$ cat config.mk
export PLATFORM = sky130hd
export DESIGN_NAME = alu_exec_ctrl_flat
export DESIGN_NICKNAME = d
export VERILOG_FILES = /design/src/rtl/alu_pkg.sv /design/src/rtl/alu_exec_ctrl_if.sv /design/src/rtl/regfile_8x8.sv /design/src/rtl/alu_exec_ctrl.sv /design/src/flat_wrapper.sv
export SDC_FILE = /design/constraint.sdc
export NUM_CORES = 1
export LEC_CHECK = 0
export BUFFER_PORTS_ARGS = -buffer_cell sky130_fd_sc_hd__buf_2
export CELL_PAD_IN_SITES_DETAIL_PLACEMENT = 2
export CELL_PAD_IN_SITES_GLOBAL_PLACEMENT = 2
export CORE_MARGIN = 2
export CORE_UTILIZATION = 32
export DETAILED_ROUTE_END_ITERATION = 7
export PLACE_DENSITY_LB_ADDON = 0.1
export SLEW_MARGIN = 20
export SYNTH_ARGS = -nofsm -noshare
export SYNTH_HDL_FRONTEND = slang
export SYNTH_HIERARCHICAL = 1
export SYNTH_SLANG_ARGS = --single-unit
$ cat constraint.sdc
create_clock -name clk -period 2.7 [get_ports clk]
set_input_delay 0.135 -clock clk [delete_from_list [all_inputs] [get_ports clk]]
set_output_delay 0.135 -clock clk [all_outputs]
set_load 0.01 [all_outputs]
$ cat src/rtl/alu_pkg.sv
// Shared opcode, flag and FSM definitions for the execute-stage sequencer.
package alu_pkg;

  localparam logic [3:0] OP_AND = 4'b0000;
  localparam logic [3:0] OP_OR  = 4'b0001;
  localparam logic [3:0] OP_ADD = 4'b0010;
  localparam logic [3:0] OP_LS  = 4'b0011;
  localparam logic [3:0] OP_SRS = 4'b0100;
  localparam logic [3:0] OP_URS = 4'b0101;
  localparam logic [3:0] OP_SUB = 4'b0110;
  localparam logic [3:0] OP_SLT = 4'b0111;
  localparam logic [3:0] OP_RRO = 4'b1000;
  localparam logic [3:0] OP_LRO = 4'b1001;
  localparam logic [3:0] OP_NOT = 4'b1111;

  localparam int FLAG_CR = 3;
  localparam int FLAG_OV = 2;
  localparam int FLAG_NG = 1;
  localparam int FLAG_ZR = 0;

  typedef enum logic [1:0] {
    S_IDLE = 2'd0,
    S_EXEC = 2'd1,
    S_WB   = 2'd2
  } state_t;

  function automatic logic is_shift(input logic [3:0] op);
    return (op == OP_LS) || (op == OP_SRS) || (op == OP_URS) ||
           (op == OP_RRO) || (op == OP_LRO);
  endfunction

  // 1010..1110 are holes in the opcode map
  function automatic logic is_legal(input logic [3:0] op);
    return (op <= OP_LRO) || (op == OP_NOT);
  endfunction

endpackage

$ cat src/rtl/alu_exec_ctrl_if.sv
// Instruction handshake plus ALU operand/result bus between sequencer and its neighbours.
interface alu_exec_ctrl_if #(
  parameter int DW = 8
);
  import alu_pkg::*;

  logic          instr_valid;
  logic          instr_ready;
  logic [15:0]   instr;
  logic [DW-1:0] alu_ina;
  logic [DW-1:0] alu_inb;
  logic [3:0]    alu_op;
  logic [4:0]    alu_shamt;
  logic [DW-1:0] alu_out;
  logic          alu_cr;
  logic          alu_ov;
  logic          alu_ng;
  logic          alu_zr;

  modport master (
    output instr_valid, instr, alu_out, alu_cr, alu_ov, alu_ng, alu_zr,
    input  instr_ready, alu_ina, alu_inb, alu_op, alu_shamt
  );

  modport slave (
    input  instr_valid, instr, alu_out, alu_cr, alu_ov, alu_ng, alu_zr,
    output instr_ready, alu_ina, alu_inb, alu_op, alu_shamt
  );
endinterface

$ cat src/rtl/regfile_8x8.sv
// General register file: one write port where writeback beats a host load to the
// same entry, a combinational host read port and two operand read ports.
module regfile_8x8
  import alu_pkg::*;
#(
  parameter  int NREGS = 8,
  parameter  int DW    = 8,
  localparam int AW    = $clog2(NREGS)
) (
  input  logic          clk,
  input  logic          rst,
  input  logic          wb_en,
  input  logic [AW-1:0] wb_addr,
  input  logic [DW-1:0] wb_data,
  input  logic          ld_en,
  input  logic [AW-1:0] ld_addr,
  input  logic [DW-1:0] ld_data,
  input  logic [AW-1:0] rd_addr,
  output logic [DW-1:0] rd_data,
  input  logic [AW-1:0] ra_addr,
  output logic [DW-1:0] ra_data,
  input  logic [AW-1:0] rb_addr,
  output logic [DW-1:0] rb_data
);

  logic [DW-1:0] mem [NREGS];

  // Per-entry mux: a load to a different entry still lands alongside writeback
  always_ff @(posedge clk) begin
    if (rst) begin
      for (int i = 0; i < NREGS; i++) mem[i] <= '0;
    end else begin
      for (int i = 0; i < NREGS; i++) begin
        if (wb_en && (wb_addr == AW'(i)))      mem[i] <= wb_data;
        else if (ld_en && (ld_addr == AW'(i))) mem[i] <= ld_data;
      end
    end
  end

  assign rd_data = mem[rd_addr];
  assign ra_data = mem[ra_addr];
  assign rb_data = mem[rb_addr];

endmodule

$ cat src/rtl/alu_exec_ctrl.sv
// Execute-stage sequencer: accepts an instruction, drives the ALU for one cycle,
// captures its result and writes it back to the register file.
module alu_exec_ctrl
  import alu_pkg::*;
#(
  parameter  int NREGS = 8,
  parameter  int DW    = 8,
  localparam int AW    = $clog2(NREGS)
) (
  input  logic           clk,
  input  logic           rst,
  alu_exec_ctrl_if.slave bus,
  input  logic           ld_en,
  input  logic [AW-1:0]  ld_addr,
  input  logic [DW-1:0]  ld_data,
  input  logic [AW-1:0]  rd_addr,
  output logic [DW-1:0]  rd_data,
  output logic [3:0]     flags,
  output logic           wb_valid,
  output logic [AW-1:0]  wb_addr,
  output logic [DW-1:0]  wb_data,
  output logic           err,
  output logic           busy
);

  state_t        state, state_nx;
  logic [3:0]    op;
  logic [AW-1:0] rd_f, rs_f, rt_f;
  logic          accept, legal;
  logic [3:0]    op_p0;
  logic [AW-1:0] rd_p0;
  logic [DW-1:0] res_p1;
  logic [3:0]    flg_p1;
  logic [DW-1:0] ra_data, rb_data;

  assign op   = bus.instr[15:12];
  assign rd_f = bus.instr[11:9];
  assign rs_f = bus.instr[8:6];
  assign rt_f = bus.instr[5:3];

  assign bus.instr_ready = (state == S_IDLE) && !rst;
  assign accept          = bus.instr_valid && bus.instr_ready;
  assign legal           = is_legal(op);

  always_ff @(posedge clk) begin
    if (rst) state <= S_IDLE;
    else     state <= state_nx;
  end

  always_comb begin
    state_nx = state;
    case (state)
      S_IDLE:  if (accept && legal) state_nx = S_EXEC;
      S_EXEC:  state_nx = S_WB;
      S_WB:    state_nx = S_IDLE;
      default: state_nx = S_IDLE;
    endcase
  end

  // Stage p0: accept -- operands read before any same-edge register write
  always_ff @(posedge clk) begin
    if (rst) begin
      bus.alu_ina   <= '0;
      bus.alu_inb   <= '0;
      bus.alu_op    <= OP_AND;
      bus.alu_shamt <= '0;
      err           <= 1'b0;
    end else begin
      err <= accept && !legal;
      if (accept && legal) begin
        bus.alu_ina   <= ra_data;
        bus.alu_inb   <= rb_data;
        bus.alu_op    <= op;
        bus.alu_shamt <= is_shift(op) ? bus.instr[4:0] : 5'd0;
      end
    end
  end

  always_ff @(posedge clk) begin
    if (accept && legal) begin
      op_p0 <= op;
      rd_p0 <= rd_f;
    end
  end

  // Stage p1: ALU result and flags held for writeback
  always_ff @(posedge clk) begin
    if (state == S_EXEC) begin
      res_p1 <= bus.alu_out;
      flg_p1 <= {bus.alu_cr, bus.alu_ov, bus.alu_ng, bus.alu_zr};
    end
  end

  // Stage p2: writeback; carry/overflow only meaningful for add and subtract
  always_ff @(posedge clk) begin
    if (rst) begin
      flags <= '0;
    end else if (state == S_WB) begin
      flags[FLAG_ZR] <= flg_p1[FLAG_ZR];
      flags[FLAG_NG] <= flg_p1[FLAG_NG];
      if (op_p0 == OP_ADD || op_p0 == OP_SUB) begin
        flags[FLAG_CR] <= flg_p1[FLAG_CR];
        flags[FLAG_OV] <= flg_p1[FLAG_OV];
      end
    end
  end

  assign wb_valid = (state == S_WB);
  assign wb_addr  = rd_p0;
  assign wb_data  = res_p1;
  assign busy     = (state != S_IDLE);

  regfile_8x8 #(.NREGS(NREGS), .DW(DW)) u_rf (
    .clk     (clk),
    .rst     (rst),
    .wb_en   (wb_valid),
    .wb_addr (wb_addr),
    .wb_data (wb_data),
    .ld_en   (ld_en),
    .ld_addr (ld_addr),
    .ld_data (ld_data),
    .rd_addr (rd_addr),
    .rd_data (rd_data),
    .ra_addr (rs_f),
    .ra_data (ra_data),
    .rb_addr (rt_f),
    .rb_data (rb_data)
  );

endmodule
$ cat src/flat_wrapper.sv
// flat-port wrapper written by rule: the top's interface ports become plain ports
module alu_exec_ctrl_flat import alu_pkg::*;
#(
  parameter  int NREGS = 8,
  parameter  int DW    = 8,
  localparam int AW    = $clog2(NREGS)
)
  (clk, rst, ld_en, ld_addr, ld_data, rd_addr, rd_data, flags, wb_valid, wb_addr, wb_data, err, busy, bus_instr_valid, bus_instr, bus_alu_out, bus_alu_cr, bus_alu_ov, bus_alu_ng, bus_alu_zr, bus_instr_ready, bus_alu_ina, bus_alu_inb, bus_alu_op, bus_alu_shamt);
  alu_exec_ctrl_if #(.DW(DW)) bus_i ();
  input  logic clk;
  input  logic rst;
  input  logic ld_en;
  input  logic [AW-1:0] ld_addr;
  input  logic [DW-1:0] ld_data;
  input  logic [AW-1:0] rd_addr;
  output logic [DW-1:0] rd_data;
  output logic [3:0] flags;
  output logic wb_valid;
  output logic [AW-1:0] wb_addr;
  output logic [DW-1:0] wb_data;
  output logic err;
  output logic busy;
  input wire logic [$bits(bus_i.instr_valid)-1:0] bus_instr_valid;
  input wire logic [$bits(bus_i.instr)-1:0] bus_instr;
  input wire logic [$bits(bus_i.alu_out)-1:0] bus_alu_out;
  input wire logic [$bits(bus_i.alu_cr)-1:0] bus_alu_cr;
  input wire logic [$bits(bus_i.alu_ov)-1:0] bus_alu_ov;
  input wire logic [$bits(bus_i.alu_ng)-1:0] bus_alu_ng;
  input wire logic [$bits(bus_i.alu_zr)-1:0] bus_alu_zr;
  output wire logic [$bits(bus_i.instr_ready)-1:0] bus_instr_ready;
  output wire logic [$bits(bus_i.alu_ina)-1:0] bus_alu_ina;
  output wire logic [$bits(bus_i.alu_inb)-1:0] bus_alu_inb;
  output wire logic [$bits(bus_i.alu_op)-1:0] bus_alu_op;
  output wire logic [$bits(bus_i.alu_shamt)-1:0] bus_alu_shamt;
  assign bus_i.instr_valid = bus_instr_valid;
  assign bus_i.instr = bus_instr;
  assign bus_i.alu_out = bus_alu_out;
  assign bus_i.alu_cr = bus_alu_cr;
  assign bus_i.alu_ov = bus_alu_ov;
  assign bus_i.alu_ng = bus_alu_ng;
  assign bus_i.alu_zr = bus_alu_zr;
  assign bus_instr_ready = bus_i.instr_ready;
  assign bus_alu_ina = bus_i.alu_ina;
  assign bus_alu_inb = bus_i.alu_inb;
  assign bus_alu_op = bus_i.alu_op;
  assign bus_alu_shamt = bus_i.alu_shamt;
  alu_exec_ctrl #(.NREGS(NREGS), .DW(DW)) u_core (.clk(clk), .rst(rst), .bus(bus_i), .ld_en(ld_en), .ld_addr(ld_addr), .ld_data(ld_data), .rd_addr(rd_addr), .rd_data(rd_data), .flags(flags), .wb_valid(wb_valid), .wb_addr(wb_addr), .wb_data(wb_data), .err(err), .busy(busy));
endmodule
======== Yosys cells after proc, flatten, opt, wreduce, memory -nomap -nowiden ========
Memories as Yosys holds them, arrays and structs flattened. A register that Yosys moved wholly into a read port is not among the register bits.
Cells that the tools add are included.
word-level totals
  flip-flop bits (word level) ............. 35
  bits in writable memories ............... 64
  input port bits ......................... 46
  output and inout port bits .............. 52
  logic and storage cells ................. 163
  memories ................................ 1
operators by class
  $lt $le $gt $ge ......................... 1
  equal/unequal tests ..................... 25
  mux-type cells .......................... 77
  bitwise operators ....................... 16
  reductions and logical operators ........ 33
memories
  memory           depth  width  rd ports  clocked after Yosys merged registers in  write ports  line               RTL
  u_core.u_rf.mem  8      8      3         2                                        8            regfile_8x8.sv:26  logic [DW-1:0] mem [NREGS];
operators with widths
  kind                                                                   count
  8-bit 2-to-1 mux                                                       16
  1-bit 2-to-1 mux                                                       58
  3-bit equality test, second input constant                             8
  1-bit logical AND                                                      20
  1-bit bitwise OR                                                       16
  3-bit by 2-bit equality test with 1-bit output, second input constant  4
  4-bit by 3-bit equality test with 1-bit output, second input constant  3
  4-bit equality test, second input constant                             3
  4-bit by 2-bit equality test with 1-bit output, second input constant  2
  3-bit by 1-bit equality test with 1-bit output, second input constant  2
  3-bit zero test                                                        2
  1-bit logical OR                                                       6
  5-bit 2-to-1 mux                                                       1
  4-bit less-or-equal comparator, second input constant                  1
  2-bit case mux with 2 select lines                                     1
  2-bit by 1-bit equality test with 1-bit output, second input constant  1
  2-bit equality test, second input constant                             1
  1-bit zero test                                                        2
  2-bit zero test                                                        1
  2-bit 2-to-1 mux                                                       1
  2-bit != test, second input constant                                   1
  2-bit AND reduction                                                    1
  2-bit nonzero test                                                     1

======== Logic depth before layout (Yosys ltp) ========
  depth in word-level cells ............... 7
  depth in mapped cells ................... 8
  mapped depth without buffers ............ 4

======== Cells and area by module ========
The synthesis kept the hierarchy.
by module, submodules not included
  module         times used  cells each  area an instance (um2)
  regfile_8x8    1           336         4480.5
  alu_exec_ctrl  1           139         1911.8

======== Least setup slack after synthesis ========
No wires, ideal clock.
  path type ............................... reg2reg
  start ................................... register u_core.state[1]
  end ..................................... memory u_core.u_rf.mem[0][0], enable pin
  arrival time ............................ 1.981 ns
  path slack .............................. 0.381 ns
  cell stages (with the launch flop) ...... 8
  path buffers ............................ 4
  path through ............................ dfxtp_1 > nor2b_1 > clkbuf_1 > buf_2 > or4b_1 > buf_6 > buf_8 > nand3b_1
RTL lines
  element                 line                 RTL
  start, declared         alu_exec_ctrl.sv:26  state_t state, state_nx;
  start signal, assigned  alu_exec_ctrl.sv:47  else state <= state_nx;
  end, declared           regfile_8x8.sv:26

==> flow_summary.yaml <==
floorplan:
  initial_core_util_pct: 32.7
  die_area_um2: 21100
  rows: 51
  ios: 98
  fp.dieH_um: 145
  core_area_um2: 19500
  dieWidth_um: 145
outcome:
  status: "finished clean"
power:
  vdd_drop_max_mv: 0.475
  power_uw: 5180
  p_leak_uw: 0.00312
  pwr_density_cell_nw_per_um2: 654
sta:
  finalHoldViolations: 0
  slew_headroom_pct: 47.9
  worst_pin_slew_ns: 0.782
  fin_crit_ns: 2.05
  fmax_mhz: 489
  rsz0062_at_grt: "false"
  drv_slew: 0
  fin_crit_sh_pct: 75.8
  setup_tns_ns: 0
  setup_viol: 0
  fin_skew_ns: 0.0118
clock_tree:
  clock-sinks: 114
  root_buffer: "clkbuf_16"
  post_cts_resized: 0
  clkTransAtPathRegs_ns: 0.06
  cts-htree-levels: 4
  cts_tree: "done"
  clk_path_buf_depth: 2
  numCtsBuffers: 17
  clkLatencyLatePin_ns: 0.42
detailed_routing:
  routed_wl_um: 21000
  first_pass_iters: 4
  postRouteAntennaNets: 0
  wl_per_cell_um: 24.4
  drt_iter0_drc: 321
  drc: 0
  via_per_inst: 5.32
  vias: 4580
critical_path:
  crit_slowest_cell: "or4b_1"
  cp_max_fo: 9
  critPathKind: "flip-flop to flip-flop"
  path_buf_inv: 1
  crit_family: "simple AND/OR/NAND/NOR gates"
  reg2reg_depth: 4
  cp.required_ns: 2.77
  cp-end-kind: "flip-flop"
  arrival_ns: 2.11
  path_cells: "nor2b_1 -> buf_4 -> or4b_1 -> nand3b_1"
  rrSetupSlack_ns: 0.65
  r2r_start: "u_core/state[1]"
  reg2reg_to: "u_core/u_rf/mem[0][0]"
  start_kind: "flip-flop"
  max_stage_delay_ns: 0.47
cells_and_area:
  fill_cells: 2004
  final_common_cell: "buf_2"
  num_antenna_cells: 0
  final_util_pct: 40.6
  nets: 629
  syn_to_final_growth_pct: 23.9
  layout_common_cells: "buf_2, edfxtp_1, nand2_1, mux4_2, o22ai_1"
  drive_gt1_share_pct: 40.3
worst_hold_path:
  min_path_type: "input port to flip-flop"
  min_from: "bus_instr[14]"
  worstHoldEndpoint: "u_core/bus.alu_op[2]"
  min_path_cells: 2
synth:
  synth-edff-count: 82
  syn_area_um2: 6390
  synth_nets: 521
  yosys.cell_types.count: 42
  synth-main-ff-cell: "edfxtp_1"
  ys_seq_area_share_pct: 48.5
  synthCells: 475
  yosys_warnings: 6
  ys_ff_latch: 114
  syn_area_per_cell_um2: 13.5
  async_flop_share_pct: 0
global_route:
  grt_pass1_vias: 4876
  grt_usage_pct: 20.5
  grt_pass1_wl_um: 32100
  grt_max_degree: 27
  overflow: 0
  antenna_found_initial: 0
place:
  dpl.hpwl_um: 15400
  gp_congestion: 0.791
  numPortBuffers: 97
flow_run:
  drv_cap: 0
==> where the power goes <==
group | switching, µW | internal, µW | total [µW]
Clock | 853 | 1630 | 2490
Combinational | 312 | 316 | 628
Sequential | 85.8 | 1980 | 2060
Total | 1250 | 3930 | 5180
==> metal layers <==
layer | vias up | part of all wire, % | track usage (%)
li1 | 2068 | - | -
met1 | 2370 | 46 | 28.3
met2 | 127 | 47 | 32.3
met3 | 15 | 4.3 | 3.86
met4 | 0 | 2.0 | 7.35
met5 | - | 0 | 0
==> metrics by stage <==
stage	hold slack, ns	setup WS (ns)	instance area, µm²	instances
detailed placement	0.314	0.667	7070	808
floorplan	0.234	0.381	6390	475
finish	0.0343	0.655	7920	861
global route	0.0200	0.495	7920	861
CTS	0.00710	0.633	7920	861
global placement	0.312	0.733	7070	808
==> flip-flops by register name, indices dropped and copies added (netlist names) <==
name                  flops
u_core/state              2
u_core/bus.alu_op         4
u_core/flags              4
u_core/bus.alu_inb        8
u_core/bus.alu_ina        8
u_core/wb_addr            3
u_core/u_rf/mem          64
u_core/err                1
u_core/op_p0              3
u_core/flg_p1             4
u_core/bus.alu_shamt      5
u_core/wb_data            8
==> worst max path at each step <==
stage	cells after the start	slack [ns]	from	to
6_report	4	0.65	u_core/state[1]	u_core/u_rf/mem[0][0]
4_1_cts	4	0.63	u_core/state[1]	u_core/u_rf/mem[0][7]
3_3_place_gp	4	0.73	rst	u_core/u_rf/mem[4][0]
3_5_place_dp	4	0.67	rst	u_core/u_rf/mem[4][0]
5_1_grt	4	0.50	u_core/state[1]	u_core/u_rf/mem[0][0]
2_1_floorplan	7	0.38	u_core/state[1]	u_core/u_rf/mem[0][0]
==> Yosys cell counts (10+ instances only) <==
cell type | count | area, µm²
buf_1 | 10 | 37.5
buf_2 | 12 | 60.1
clkbuf_1 | 12 | 45.0
dfxtp_1 | 32 | 641
edfxtp_1 | 82 | 2460
mux2_2 | 26 | 293
mux2_4 | 18 | 270
mux2i_1 | 18 | 180
mux4_2 | 48 | 1080
nand2_1 | 65 | 244
nand2b_1 | 16 | 100
nor2b_1 | 22 | 138
o22ai_1 | 47 | 294
==> final cells by class <==
cell class | count | area, µm² | share of cell area [%]
multi-input combinational | 313 | 3020 | 38.1
inverter | 3 | 11.3 | 0.142
clock inverter | 14 | 211 | 2.67
timing repair buffer | 134 | 816 | 10.3
clock buffer | 18 | 429 | 5.42
sequential | 114 | 3100 | 39.2
tap | 265 | 332 | 4.19
==> what timing repair did <==
action,CTS,global route
hold buffers,21,0
setup buffers,0,0
endpoints found under the hold margin,23,0
==> logic make-up (layout without fill, tap and decap cells) <==
logic type	after synthesis	after routing	synth area share (%)
compound gates	63	63	6.62
buf+inv	48	169	4.23
flops	114	114	48.5
mux	110	110	28.5
simple gates	140	140	12.1
(Power assumes the default switching activity.)
